--- config.mk ---
export PLATFORM = sky130hd
export DESIGN_NAME = video_timing_axis
export DESIGN_NICKNAME = d
export VERILOG_FILES = /design/src/rtl/video_timing_axis.sv
export SDC_FILE = /design/constraint.sdc
export NUM_CORES = 1
export LEC_CHECK = 0
export ABC_AREA = 1
export BUFFER_PORTS_ARGS = -buffer_cell sky130_fd_sc_hd__buf_4
export CAP_MARGIN = 30
export CORE_ASPECT_RATIO = 1.25
export CORE_MARGIN = 2
export CORE_UTILIZATION = 30
export CTS_CLUSTER_DIAMETER = 200
export DETAILED_ROUTE_END_ITERATION = 10
export GPL_TIMING_DRIVEN = 0
export PLACE_DENSITY = 0.55
export SETUP_SLACK_MARGIN = 0.02
export SYNTH_ARGS = -nofsm -noshare
export SYNTH_HDL_FRONTEND = slang
export SYNTH_SLANG_ARGS = --single-unit
--- constraint.sdc ---
create_clock -name clock -period 1.75 [get_ports clock]
set_input_delay 0.175 -clock clock [delete_from_list [all_inputs] [get_ports clock]]
set_output_delay 0.175 -clock clock [all_outputs]
set_load 0.05 [all_outputs]
--- src/rtl/video_timing_axis.sv ---
// Single-axis video timing generator: position counter with blank/sync decodes,
// count-enable for cascading and a synchronous restart for raster re-alignment.
module video_timing_axis #(
  parameter int unsigned ACTIVE   = 160,
  parameter int unsigned FRONT    = 4,
  parameter int unsigned SYNC     = 24,
  parameter int unsigned BACK     = 12,
  parameter bit          SYNC_POL = 1'b0,
  parameter int unsigned CNT_W    = 8,
  parameter int unsigned SCALE_SH = 0
) (
  input  logic             clock,
  input  logic             reset,
  input  logic             advance,
  input  logic             restart,
  output logic [CNT_W-1:0] count,
  output logic [CNT_W-1:0] coord,
  output logic             blank,
  output logic             sync,
  output logic             done,
  output logic             sync_start
);

  localparam int unsigned TOTAL = ACTIVE + FRONT + SYNC + BACK;

  // Region boundaries at counter width; TOTAL itself may equal 2^CNT_W, so only TOTAL-1 is kept.
  localparam logic [CNT_W-1:0] LAST      = CNT_W'(TOTAL - 1);
  localparam logic [CNT_W-1:0] BLANK_BEG = CNT_W'(ACTIVE);
  localparam logic [CNT_W-1:0] SYNC_BEG  = CNT_W'(ACTIVE + FRONT);
  localparam logic [CNT_W-1:0] SYNC_LAST = CNT_W'(ACTIVE + FRONT + SYNC - 1);

  logic [CNT_W-1:0] next_count;
  logic             next_blank;
  logic             next_sync;
  logic             next_sync_start;
  logic [CNT_W-1:0] scaled;

  // Out-of-range values (>= TOTAL) fold back to 0 on the next step.
  always_comb begin
    next_count = count;
    if (restart) begin
      next_count = '0;
    end else if (advance) begin
      next_count = (count >= LAST) ? '0 : count + CNT_W'(1);
    end
  end

  // Decode the next count so the registered flags line up with count itself.
  always_comb begin
    next_blank      = (next_count >= BLANK_BEG);
    next_sync       = ((next_count >= SYNC_BEG) && (next_count <= SYNC_LAST)) ? SYNC_POL : ~SYNC_POL;
    next_sync_start = advance & ~restart & (next_count == SYNC_BEG);
  end

  always_ff @(posedge clock) begin
    if (reset) begin
      count      <= '0;
      blank      <= 1'b0;
      sync       <= ~SYNC_POL;
      sync_start <= 1'b0;
    end else begin
      count      <= next_count;
      blank      <= next_blank;
      sync       <= next_sync;
      sync_start <= next_sync_start;
    end
  end

  assign scaled = count >> SCALE_SH;
  assign coord  = blank ? '0 : scaled;

  // Reflects the current count even when restart wins the same cycle.
  assign done = advance & (count == LAST);

endmodule

### Yosys cells after proc, flatten, opt, wreduce, memory -nomap -nowiden

Index checks and enable logic that the tools add are counted.

* reduce and logical (&&, ||, !) cells: 1
* add/sub/neg operators: 1
* bitwise gates (word level): 4
* muxes and demuxes: 5
* magnitude comparators: 4
* equality and inequality tests: 2

Operator list (count)
* two-way mux 8 bit: 4
* >= comparator 8 bit (second input constant): 3
* == test 8 bit (second input constant): 2
* adder 8 x 1 -> 8 bit (second input constant): 1
* <= comparator 8 bit (second input constant): 1
* bitwise AND 1 bit: 3
* logical AND 1 bit: 1
* two-way mux 1 bit: 1
* NOT 1 bit: 1

* flip-flop bits (word level): 11

### Longest topological paths before layout

Gate-level depths: netlist of the first run.

* word-level depth: 7
* mapped depth: 10
* mapped depth without buffers: 10

### Worst setup path before layout of the first run

No wires, ideal clock.

* path type: flip-flop to output port
* start point: reg count[1]
* end point: out done
* data arrival time: 2.638 ns
* buffers on the path: 0
* required time: 1.575 ns
* cell stages (with the launch flop): 4
* path slack: -1.063 ns
* cell sequence: dfxtp_1 > ha_1 > nand3_1 > nor4_1

* longest elaborated chain between the ends: 2

Ends and longest elaborated chain
* start: declaration: line 16 `output logic [CNT_W-1:0] count,`
* start signal: assignment: line 62 `count <= next_count;`
* == test 8 bit: line 73 `assign done = advance & (count == LAST);`
* bitwise AND 1 bit: line 73
* end: declaration: line 20 `output logic done,`

No other way between the ends.

### Final worst setup path of the first run

* start point: reg count[0]
* end point: reg sync

* longest elaborated chain between the ends: 7
* elaborated cells on any way between the ends: 9
* classes of those cells: 1 x add/sub; 3 x order compare; 4 x mux; 1 x reduce/logical

Ends and longest elaborated chain
* adder 8 x 1 -> 8 bit / >= comparator 8 bit (equally long branches): line 44 `next_count = (count >= LAST) ? '0 : count + CNT_W'(1);`
* two-way mux 8 bit: line 44
* two-way mux 8 bit (*): line 43 `end else if (advance) begin`
* two-way mux 8 bit (*): line 41 `if (restart) begin`
* >= comparator 8 bit / <= comparator 8 bit (equally long branches): line 51 `next_sync = ((next_count >= SYNC_BEG) && (next_count <= SYNC_LAST)) ? SYNC_POL : ~SYNC_POL;`
* logical AND 1 bit (*): line 51
* two-way mux 1 bit (*): line 51
* end signal: assignment: line 59 `sync <= ~SYNC_POL;`
* end signal: assignment: line 64 `sync <= next_sync;`
* end: declaration: line 19 `output logic sync,`

Every way passes the cells marked *; elsewhere a longest branch is shown, timed or not.
A chain may end at the register's enable or synchronous reset.

==> out/metrics.yaml, run 1 <==
critical_path:
  r2r_end: "sync$_SDFF_PP1_"
  r2r_setup_slack_ps: 140
  endpoint_kind: "flip-flop"
  start_kind: "flip-flop"
  critPathRequiredTime_ps: 1900
  critPathArrivalTime_ps: 1760
  crit_start: "count[0]$_SDFF_PP0_"
  reg2reg_from: "count[0]$_SDFF_PP0_"
  r2r_cells: 8
  crit_path_max_fanout: 6
  worst-setup-path-type: "flip-flop to flip-flop"
  cp-endpoint: "sync$_SDFF_PP1_"
power_and_ir_drop:
  power_leakage_nw: 0.502
  ir_drop_mv: 0.330
  switchingPower_mw: 0.126
  combinationalPowerShare_pct: 11.6
  netSwitchingFraction_pct: 25.9
  powerDensity_mw_per_mm2: 497
  internal_power_mw: 0.360
  seqPwrFrac_pct: 52.9
  p_clk_share_pct: 35.5
finish:
  drive_gt1_share_pct: 30.2
  fin_nets: 145
  areaGrowthSynthToFinish_pct: 37.3
  n_antenna_cell: 0
drt:
  wire_per_inst_um: 10.2
  ant_nets: 0
  drt_wl_total_mm: 1.74
  vias: 779
  first_pass_iters: 4
  wl_met3_um: 71
  highest_layer: "met4"
  drc: 0
  dr_wl_met2_um: 874
  vias_per_cell: 4.58
  wl_met1_um: 766
  drt-initial-drc-count: 15
sta:
  tns_ps: 0
  finClkSkew_ps: 2.21
  setup_viol: 0
  drv_slew: 0
  fin_crit_sh_pct: 91.9
  finalHoldViolCount: 0
  relSlewSlack_pct: 71.6
  fin_crit_ps: 1610
  hold_ws_ps: 192
  fmax_ghz: 0.622
  rsz0062_at_grt: "no"
  max_slew.worst_pin.slew_ps: 426
logic_synthesis:
  yosysUniqueCellTypes: 20
  synth_top_area_share_pct: 31.0
  yosys_warnings: 0
  synth_seq_area_share_pct: 31.0
  syn_avg_cell_area_um2: 6.23
  synth_common_cells: "nor2_1 (29), nand2_1 (21), inv_1 (20)"
  ys_async_sr_fraction_pct: 0
  synth_area_leaders: "dfxtp_1 (31%), nor2_1 (15%), nand2_1 (11%)"
  syn_inst: 114
  synth_ff_type: "dfxtp_1"
  synth_area_um2: 711
  synth-seq-cells: 11
  yosysTopAreaCell: "dfxtp_1"
  synth.net_count: 119
  yosysMostFrequentCell: "nor2_1"
  synth-edff-count: 0
clock_tree:
  post-cts-setup-buffers: 0
  clk_path_buf_depth: 2
  htree_levels: 1
  clock_sink_count: 11
  tritoncts: "built"
  cts_buffers: 3
  clock_latency_ps: 270
  ctsRootBufferMaster: "clkbuf_4"
  clkTransAtPathRegs_ps: 70
die:
  ios: 24
  rows: 19
  fp.dieH_um: 58.4
  dieArea_mm2: 0.00278
  die_w_um: 47.5
  core_mm2: 0.00221
  start_util_pct: 32.1
grt:
  grt.overflow.total: 0
  grt_util_all_layers_pct: 13.2
  grt_pass1_vias: 657
  grt_start_max_net_pins: 11
  grt_pass1_wl_mm: 2.68
  antenna_found_initial: 0
placement:
  portBuffers: 21
  place.gp.congestion: 0.851
  hpwl_mm: 1.40
hold_path:
  min_path_type: "primary input to flip-flop"
run:
  drv_cap: 0
status:
  status: "complete, no violations"
layer usage:
layer	GRT usage [%]	vias up
met1	16.3	351
met5	0	-
met3	1.84	4
met4	6.56	0
li1	-	404
met2	21.8	20
worst min-delay path by stage:
| stage | startpoint | end | slack (ps) | depth (start not counted) |
|---|---|---|---|---|
| after global placement | advance | sync_start$_SDFF_PP0_ | 470 | 3 |
| after detailed placement | advance | sync_start$_SDFF_PP0_ | 470 | 3 |
| final | advance | sync_start$_SDFF_PP0_ | 190 | 3 |
| after floorplan | restart | count[4]$_SDFF_PP0_ | 350 | 3 |
| after CTS | advance | sync_start$_SDFF_PP0_ | 190 | 3 |
| after global routing | advance | sync_start$_SDFF_PP0_ | 210 | 3 |
critical path, cell delays in order, from the launching register on:
cell and delay [ps]:
dfxtp_2 350, ha_2 220, nand2_4 100, nand3_2 120, a21oi_4 230, nand2_2 110, o21bai_1 190, nor2_1 110
nand4_1 80
cells in the final DEF, fill, tap and decap left out, types with 2 or more instances in the layout:
cell type / count
dfxtp_1: 9
inv_1: 20
nand3_1: 7
nor2_2: 4
dfxtp_2: 2
nand3_2: 4
nand2_1: 20
buf_4: 21
nand4_1: 4
clkbuf_1: 3
nand2_2: 2
nor2_1: 27
clkbuf_4: 3
power groups by stage:
| stage | registers, mW | clock network, mW | logic, mW |
|---|---|---|---|
| 3_3_place_gp | 0.262 | 0 | 0.0565 |
| 5_1_grt | 0.257 | 0.187 | 0.0602 |
| 2_1_floorplan | 0.269 | 0 | 0.0339 |
| 6_report | 0.257 | 0.172 | 0.0562 |
| 4_1_cts | 0.257 | 0.174 | 0.0562 |
| 3_5_place_dp | 0.263 | 0 | 0.0561 |
flip-flops by register name, indices dropped and copies added (netlist names):
register and cells:
blank 1, count 8, sync_start 1, sync 1
cell type report:
| class | count | area, um2 |
|---|---|---|
| multi-input cells | 80 | 437 |
| repair buffers | 21 | 158 |
| flip-flops and latches | 11 | 223 |
| clock buffers | 4 | 26.3 |
| well taps | 31 | 38.8 |
| plain buffers | 3 | 18.8 |
| inverters | 20 | 75.1 |
| fillers | 251 | 1230 |
cell families (layout without fill, tap and decap cells):
family                     after synthesis  in the layout  share of synthesized area [%]
DFF                                     11             11                           31.0
and+or+nand+nor                         74             74                           47.7
AOI/OAI and AO/OA                        4              4                           5.11
adders and majority gates                1              1                           1.76
buffers and inverters                   23             48                           13.2
xor gates and xnor gates                 1              1                           1.23
timing repair:
action	in CTS	in global routing
hold buffers	0	0
endpoints found under the setup margin	0	1
resized for setup	0	7
per-stage QoR:
step	utilization, %	setup slack [ps]	cells	cell area (um2)	total power, mW
2_1_floorplan	-	14.9	114	728	0.303
4_1_cts	43.0	57.5	170	951	0.487
3_5_place_dp	41.8	66.8	166	925	0.319
5_1_grt	44.1	23.6	170	976	0.504
3_3_place_gp	41.8	111	166	925	0.319
6_report	44.1	142	170	976	0.485
Power figures use the tool's default switching activity.
==> run 2: changes to the inputs <==
--- a/config.mk
+++ b/config.mk
@@ -15,6 +15,7 @@
 export DETAILED_ROUTE_END_ITERATION = 10
 export GPL_TIMING_DRIVEN = 0
 export PLACE_DENSITY = 0.55
+export REMOVE_ABC_BUFFERS = 1
 export SETUP_SLACK_MARGIN = 0.02
 export SYNTH_ARGS = -nofsm -noshare
 export SYNTH_HDL_FRONTEND = slang
==> out/metrics.yaml, run 2 (synthesized netlist as in run 1, its figures left out) <==
clock_tree:
  ctsRootBufferMaster: "clkbuf_4"
  htree_levels: 1
  clk_path_buf_depth: 2
  clkTransAtPathRegs_ps: 70
  holdBufCountCts: 0
  cts_buffers: 3
  tritoncts: "built"
  clock_latency_ps: 280
  clock_sink_count: 11
sta:
  tns_ps: 0
  worst_slack_ps: 118
  hold_ws_ps: 137
  max_slew.worst_pin.slew_ps: 301
  fin_crit_ps: 1630
  finalHoldViolCount: 0
  rsz0062_at_grt: "yes"
  finClkSkew_ps: 5.87
  fin_crit_sh_pct: 93.3
  drv_slew: 0
  fmax_ghz: 0.613
  setup_viol: 0
  relSlewSlack_pct: 79.9
finish:
  n_antenna_cell: 0
  largest_register_ffs: 8
  areaGrowthSynthToFinish_pct: 34.5
  layout_commonest_cell: "nor2_1"
  fin_nets: 145
  final_cell_mix: "nor2_1 (29), buf_4 (24), inv_1 (20), nand2_1 (20), dfxtp_1 (9)"
  final_cells: 170
  top_register: "count"
  drive_gt1_share_pct: 30.2
die:
  ios: 24
  dieArea_mm2: 0.00278
  rows: 19
  start_util_pct: 32.1
  core_mm2: 0.00221
  die_w_um: 47.5
  fp.dieH_um: 58.4
critical_path:
  crit_family: "flip-flops"
  r2r_setup_slack_ps: 130
  r2r_cells: 8
  worst-setup-path-type: "flip-flop to output port"
  critPathArrivalTime_ps: 1460
  path_cells: "ha_2, nand3_2, nor4_2, buf_4"
  r2r_end: "sync$_SDFF_PP1_"
  crit_path_max_fanout: 7
  critPathRequiredTime_ps: 1570
  critPathBufInv: 1
  critPathMaxStageDelay_ps: 390
  cp-endpoint: "done"
  endpoint_kind: "output port"
  reg2reg_from: "count[0]$_SDFF_PP0_"
  start_kind: "flip-flop"
  cp.depth: 4
  crit_start: "count[1]$_SDFF_PP0_"
  slowest_stage: "dfxtp_2"
placement:
  hpwl_mm: 1.39
  place_ws_ps: 77.3
  place_inst: 165
  portBuffers: 23
  place.gp.congestion: 0.853
run:
  drv_cap: 0
drt:
  vias_per_cell: 4.39
  ant_nets: 0
  drt_wl_total_mm: 1.71
  first_pass_iters: 4
  vias: 747
  wire_per_inst_um: 10.0
  drc: 0
  drt-initial-drc-count: 9
power_and_ir_drop:
  ir_drop_mv: 0.360
  total_power_mw: 0.492
  powerDensity_mw_per_mm2: 514
  power_leakage_nw: 0.493
grt:
  grt_util_all_layers_pct: 13.6
  grt_start_max_net_pins: 11
  antenna_found_initial: 0
  grt_pass1_wl_mm: 2.66
  grt_pass1_vias: 657
  grt.overflow.total: 0
hold_path:
  min_path_type: "primary input to flip-flop"
  hp-start: "reset"
status:
  status: "complete, no violations"
-- run 2: changes by cell type in the layout (fill, tap and decap cells not counted), sizes merged --
| cell | previous run | this run |
|---|---|---|
| clkbuf | 6 | 4 |
| buf | 22 | 24 |
-- run 2: timing repair --
| item | CTS | global route |
|---|---|---|
| setup endpoints to repair | 1 | 3 |
| setup buffers | 0 | 1 |
| pin swaps | 0 | 1 |
| gates resized for setup | 2 | 4 |
| cloned | 0 | 0 |
-- run 2: how the worst min path moves through the flow --
stage / to / cells after the start
floorplan: blank$_SDFF_PP0_ / 1
global placement: count[7]$_SDFF_PP0_ / 2
finish: count[4]$_SDFF_PP0_ / 2
CTS: count[4]$_SDFF_PP0_ / 2
global route: count[7]$_SDFF_PP0_ / 2
detailed placement: count[7]$_SDFF_PP0_ / 2
-- run 2: layer usage --
layer  vias to the layer above  part of all wire [%]  wire length (um)  GRT usage [%]
li1                        402                     -                 -              -
met1                       325                    46               792           16.6
met2                        15                    47               798           20.7
met3                         5                   3.2                54           1.84
met4                         0                   3.5                59           10.4
met5                         -                     0                 0              0
-- run 2: per-stage QoR --
step / instance area, um2 / utilization, %
3_5_place_dp: 903 / 40.9
6_report: 956 / 43.2
4_1_cts: 932 / 42.2
3_3_place_gp: 903 / 40.9
5_1_grt: 956 / 43.2
2_1_floorplan: 692 / -
-- run 2: power breakdown --
group	internal [mW]	total, mW	switching [mW]
clock network	0.0886	0.176	0.0878
logic	0.0202	0.0586	0.0384
registers	0.253	0.257	0.00390
total	0.362	0.492	0.130
-- run 2: final cells by class --
cell class	instances	area, um2
multi-input combinational	80	413
inverter	20	75.1
clock buffer	4	26.3
tap	31	38.8
timing repair buffer	24	180
fill	251	1250
sequential	11	223
